**src/rtl/t5_wbarb.sv**
```systemverilog
// t5_wbarb: round-robin arbiter merging the t5_rv32i instruction and data
// ports onto one shared memory port, with a watchdog for unanswered cycles.
module t5_wbarb #(
    parameter int unsigned XLEN = 32,
    parameter int unsigned TMO  = 255
) (
    input  logic            sys_clk,
    input  logic            sys_rst,
    // instruction master
    input  logic [29:0]     iwb_adr,
    input  logic            iwb_stb,
    input  logic [3:0]      iwb_sel,
    input  logic            iwb_wre,
    output logic            iwb_ack,
    output logic [31:0]     iwb_dat,
    // data master
    input  logic [29:0]     dwb_adr,
    input  logic [XLEN-1:0] dwb_dto,
    input  logic [3:0]      dwb_sel,
    input  logic            dwb_stb,
    input  logic            dwb_wre,
    output logic            dwb_ack,
    output logic [XLEN-1:0] dwb_dti,
    // shared slave port
    output logic [29:0]     xwb_adr,
    output logic [XLEN-1:0] xwb_dto,
    output logic [3:0]      xwb_sel,
    output logic            xwb_stb,
    output logic            xwb_wre,
    input  logic            xwb_ack,
    input  logic [XLEN-1:0] xwb_dti,
    // watchdog abort pulse
    output logic            tmo_err
);

    localparam int unsigned CW = 16;
    localparam logic [31:0] ABORT_DAT = 32'hDEADBEEF;

    typedef enum logic [1:0] {
        IDLE  = 2'd0,
        GNT_I = 2'd1,
        GNT_D = 2'd2
    } state_t;

    state_t          state;
    logic            last_d;    // 1: data master held the most recent grant
    logic [CW-1:0]   wd_cnt;
    logic            tmo_hit;
    logic            pick_d;
    logic            live;

    // Data wins unless the instruction side is also asking and data went last.
    assign pick_d = dwb_stb && (!iwb_stb || !last_d);

    // Watchdog expiry; a real ack in the same cycle takes precedence.
    assign tmo_hit = (TMO != 0) && (state != IDLE) && !xwb_ack
                     && (wd_cnt == CW'(TMO));

    // A reset cycle must never hand an ack to a master.
    assign live = !sys_rst;

    // Ack and read data pass straight through from the slave to the grantee.
    assign iwb_ack = live && (state == GNT_I) && (xwb_ack || tmo_hit);
    assign dwb_ack = live && (state == GNT_D) && (xwb_ack || tmo_hit);
    assign tmo_err = live && tmo_hit;
    assign iwb_dat = ((state == GNT_I) && tmo_hit) ? ABORT_DAT : 32'(xwb_dti);
    assign dwb_dti = ((state == GNT_D) && tmo_hit) ? XLEN'(ABORT_DAT) : xwb_dti;

    // Grant FSM, registered slave-side request fields and watchdog counter.
    always_ff @(posedge sys_clk) begin
        if (sys_rst) begin
            state   <= IDLE;
            xwb_adr <= '0;
            xwb_dto <= '0;
            xwb_sel <= '0;
            xwb_stb <= 1'b0;
            xwb_wre <= 1'b0;
            last_d  <= 1'b0;
            wd_cnt  <= '0;
        end else begin
            case (state)
                IDLE: begin
                    wd_cnt <= '0;
                    if (dwb_stb || iwb_stb) begin
                        xwb_stb <= 1'b1;
                        if (pick_d) begin
                            state   <= GNT_D;
                            xwb_adr <= dwb_adr;
                            xwb_dto <= dwb_dto;
                            xwb_sel <= dwb_sel;
                            xwb_wre <= dwb_wre;
                        end else begin
                            state   <= GNT_I;
                            xwb_adr <= iwb_adr;
                            xwb_dto <= '0;
                            xwb_sel <= iwb_sel;
                            xwb_wre <= iwb_wre;
                        end
                    end
                end
                GNT_I, GNT_D: begin
                    if (xwb_ack || tmo_hit) begin
                        state   <= IDLE;
                        xwb_stb <= 1'b0;
                        xwb_wre <= 1'b0;
                        last_d  <= (state == GNT_D);
                    end else if (wd_cnt != '1) begin
                        wd_cnt <= wd_cnt + CW'(1);
                    end
                end
                default: begin
                    state   <= IDLE;
                    xwb_stb <= 1'b0;
                    xwb_wre <= 1'b0;
                end
            endcase
        end
    end

endmodule

```
**config.mk**
```make
export PLATFORM = sky130hd
export DESIGN_NAME = t5_wbarb
export DESIGN_NICKNAME = d
export VERILOG_FILES = /design/src/rtl/t5_wbarb.sv
export SDC_FILE = /design/constraint.sdc
export NUM_CORES = 1
export LEC_CHECK = 0
export ABC_AREA = 1
export ABC_CLOCK_PERIOD_IN_PS = 2330
export CAP_MARGIN = 40
export CORE_MARGIN = 5
export CORE_UTILIZATION = 38
export CTS_CLUSTER_SIZE = 24
export DETAILED_ROUTE_END_ITERATION = 10
export PLACE_DENSITY = 0.87
export SLEW_MARGIN = 20
export SYNTH_ARGS = -nofsm -noshare
export SYNTH_HDL_FRONTEND = slang
export SYNTH_SLANG_ARGS = --single-unit
```
**constraint.sdc**
```tcl
create_clock -name sys_clk -period 2.33 [get_ports sys_clk]
set_input_delay 0.233 -clock sys_clk [delete_from_list [all_inputs] [get_ports sys_clk]]
set_output_delay 0.233 -clock sys_clk [all_outputs]
set_load 0.01 [all_outputs]
```
==> flow_summary.yaml, run 1 <==
run_status:
  outcome: "finished clean"
critical_path:
  critPathMaxStageDelay_ps: 340
  crit_path_top_delay_cell: "dfxtp_2"
  crit_chain: "inv_1, ha_2, nor2_1, nand3_1, nor2_2, nand2_4, inv_6, nand2_4, clkbuf_16, nand2_1, clkdlybuf4s15_1"
  crit_path_end_kind: "primary output"
  crit_arrival_ps: 2020
  cp_top_family: "buffers and inverters"
  crit_type: "flip-flop to primary output"
  critPathMaxFanout: 16
  crit_required_ps: 2100
  cp_common_cell: "nand2_4"
  cp_num_buf_inv: 4
  start_kind: "flip-flop"
detailed_routing:
  vias: 5353
  drcViolationCount: 0
  wl_per_cell_um: 14.6
  ant_nets: 0
  wl_um: 16000
  dr.pass1.iters: 5
  vias_per_cell: 4.88
  drtIter0Drc: 234
layout:
  diodes: 0
  finish.instance_area_um2: 7710
  stdcell_count: 1098
  syn2layout_area_growth_pct: 72.7
  nNetsFinal: 1093
  drive_gt1_share_pct: 8.59
logic_synthesis:
  netlist-cell-type-count: 29
  syn_nets: 829
  synth_seq_cells: 87
  synth_area_leader_cell: "dfxtp_1"
  syn_area_um2: 4460
  yosys_warnings: 0
  syn_inst: 686
  yosysTopAreaCellShare_pct: 39.0
  avgSynthCellArea_um2: 6.51
  synthTopCellsByArea: "dfxtp_1 (39%), nand2_1 (20%), nand3_1 (7.0%)"
  ys_seq_area_share_pct: 39.0
cts:
  cts_buffer_depth: 2
  clk_pin_slew_ps: 60
  htree_levels: 3
  cts_sinks: 87
  cts_tree: "done"
  root_buffer: "clkbuf_16"
  postCtsHoldBufs: 0
  clkLatencyLatePin_ps: 330
  cts_buffers: 9
grt:
  grt_pass1_vias: 4879
  overflow: 0
  grt.total_usage_pct: 20.8
  grt_pass1_wl_um: 24200
  antenna_found_initial: 0
  grt_start_max_net_pins: 69
floorplan:
  die-area_um2: 14000
  die_y_um: 118
  num_rows: 39
  core_um2: 11500
  io_pins: 274
  initial_core_util_pct: 38.9
  die_w_um: 118
sta:
  setup_viol: 0
  layout_min_cycle_time_ps: 2260
  clock.fmax_mhz: 443
  finalMaxSlewViolations: 0
  finalHoldViolations: 0
  tns_ps: 0
  tightest_slew_ps: 387
  slew_headroom_pct: 74.2
  clock_skew_ps: 4.25
  min_period_over_period_pct: 96.9
placed_design:
  dp.cells: 1077
  numPortBuffers: 273
  dp_hpwl_um: 12000
  placed_area_um2: 7350
  gp_congestion: 0.913
pwr:
  clockPowerShare_pct: 31.1
  p_total_uw: 4350
  switchingPower_uw: 1320
  comb_power_share_pct: 29.7
  p_int_uw: 3030
  peakVddDrop_uv: 463
  p_sw_share_pct: 30.3
  seqPwrFrac_pct: 39.2
  p_per_area_nw_per_um2: 564
  leakage_uw: 0.00344
worst_hold_path:
  holdCritPathClass: "primary input to flip-flop"
job:
  maxCapViolations: 0
[worst reg2reg max path: cells and delay by family (launching register included)]
family / cells / cell delay, ps
AO/OA/AOI/OAI: 3 / 530
adder cells (fa/ha/maj): 1 / 180
flip-flops: 1 / 330
buffers and inverters: 4 / 840
[per-layer routing]
layer	global-route usage, %	vias up	share of wire [%]
met2	37.9	231	51
met1	22.3	2377	37
met5	0	-	0
met4	6.45	0	2.3
li1	-	2722	-
met3	7.64	23	9.9
[worst paths after layout]
check | slack [ps] | cells after the start | end | from
worst max-delay path | 70 | 11 | dwb_dti[2] | state[0]
worst min-delay path | 310 | 2 | wd_cnt[8] | sys_rst
worst max register to register | 380 | 8 | xwb_adr[19] | state[0]
worst min register to register | 460 | 2 | xwb_dto[27] | xwb_dto[27]
[power by group through the flow]
stage / clock, uW / combinational [uW] / sequential [uW]
after floorplan: 0 / 539 / 1780
after global placement: 0 / 1320 / 1730
after detailed placement: 0 / 1330 / 1730
after CTS: 1390 / 1290 / 1700
after global routing: 1450 / 1410 / 1720
final: 1350 / 1290 / 1700
[flip-flops by register name, indices dropped and copies added (netlist names)]
name,count
xwb_adr,30
xwb_sel,4
wd_cnt,16
xwb_stb,1
last_d,1
xwb_dto,32
state,2
xwb_wre,1
[cells by family after synthesis]
kind of cell	after synthesis	share of synthesized area [%]
DFF	87	39.0
buffers and inverters	115	11.1
and+or+nand+nor	358	33.8
xor gates and xnor gates	2	0.392
AOI/OAI and AO/OA	120	14.6
adders and majority gates	4	1.12
[synth_stat cells]
cell type / count
a21oi_1: 46
a21oi_2: 1
a31oi_1: 34
and2_1: 1
buf_1: 3
buf_2: 10
buf_4: 1
buf_6: 5
clkbuf_1: 24
clkbuf_8: 1
dfxtp_1: 87
ha_1: 4
inv_1: 67
inv_2: 4
nand2_1: 232
nand2_2: 3
nand2_4: 3
nand3_1: 62
nand3_2: 6
nand4_1: 3
nor2_1: 44
nor2_2: 1
nor3_1: 2
nor3b_1: 1
o21ai_0: 36
o21ai_1: 1
o21bai_1: 2
xnor2_1: 1
xor2_1: 1
[placed cells by master, fill, tap and decap left out, types with 2 or more instances in the layout]
cell type          n
o21bai_1           2
ha_1               2
nor2_1            43
nand3_2            6
nand4_1            3
inv_6              2
dfxtp_2            3
clkbuf_16         13
buf_12             4
nand2_1          230
nor2_2             2
clkdlybuf4s50_1  205
nand2_4            4
nor3_1             2
inv_1             66
inv_2              4
a21oi_1           46
dfxtp_1           84
dlygate4sd2_1      9
a31oi_1           34
buf_4             16
clkinvlp_4         3
clkbuf_2          13
nand3_1           62
o21ai_0           36
nand2_2            3
clkdlybuf4s15_1   44
[area by class of cell]
| type | instances | area [um2] |
|---|---|---|
| fill | 1004 | 3760 |
| inverter | 71 | 272 |
| sequential | 87 | 1750 |
| clock inverter | 7 | 56.3 |
| clock buffer | 9 | 225 |
| multi-input combinational | 484 | 2280 |
| timing repair buffer | 297 | 2950 |
| tap | 143 | 179 |
[per-stage QoR]
step / hold WS [ps] / util (%) / setup slack [ps]
global placement: 451 / 64.1 / 107
global route: 303 / 67.2 / -19.6
floorplan: 393 / - / 566
finish: 310 / 67.2 / 72.7
detailed placement: 455 / 64.1 / 57.5
CTS: 292 / 65.9 / 0.234
[repair_timing]
item,in CTS,in global routing
resized for setup,71,81
pin swaps,1,4
buffers inserted,0,1
cloned,0,4
endpoints found under the setup margin,67,65
(Power assumes the default switching activity.)
==> inputs of run 2 (changes only) <==
CAP_MARGIN = 10   (was 40)
==> results of run 2 <==
Final layout, timing and power as in run 1 (identical DEF).
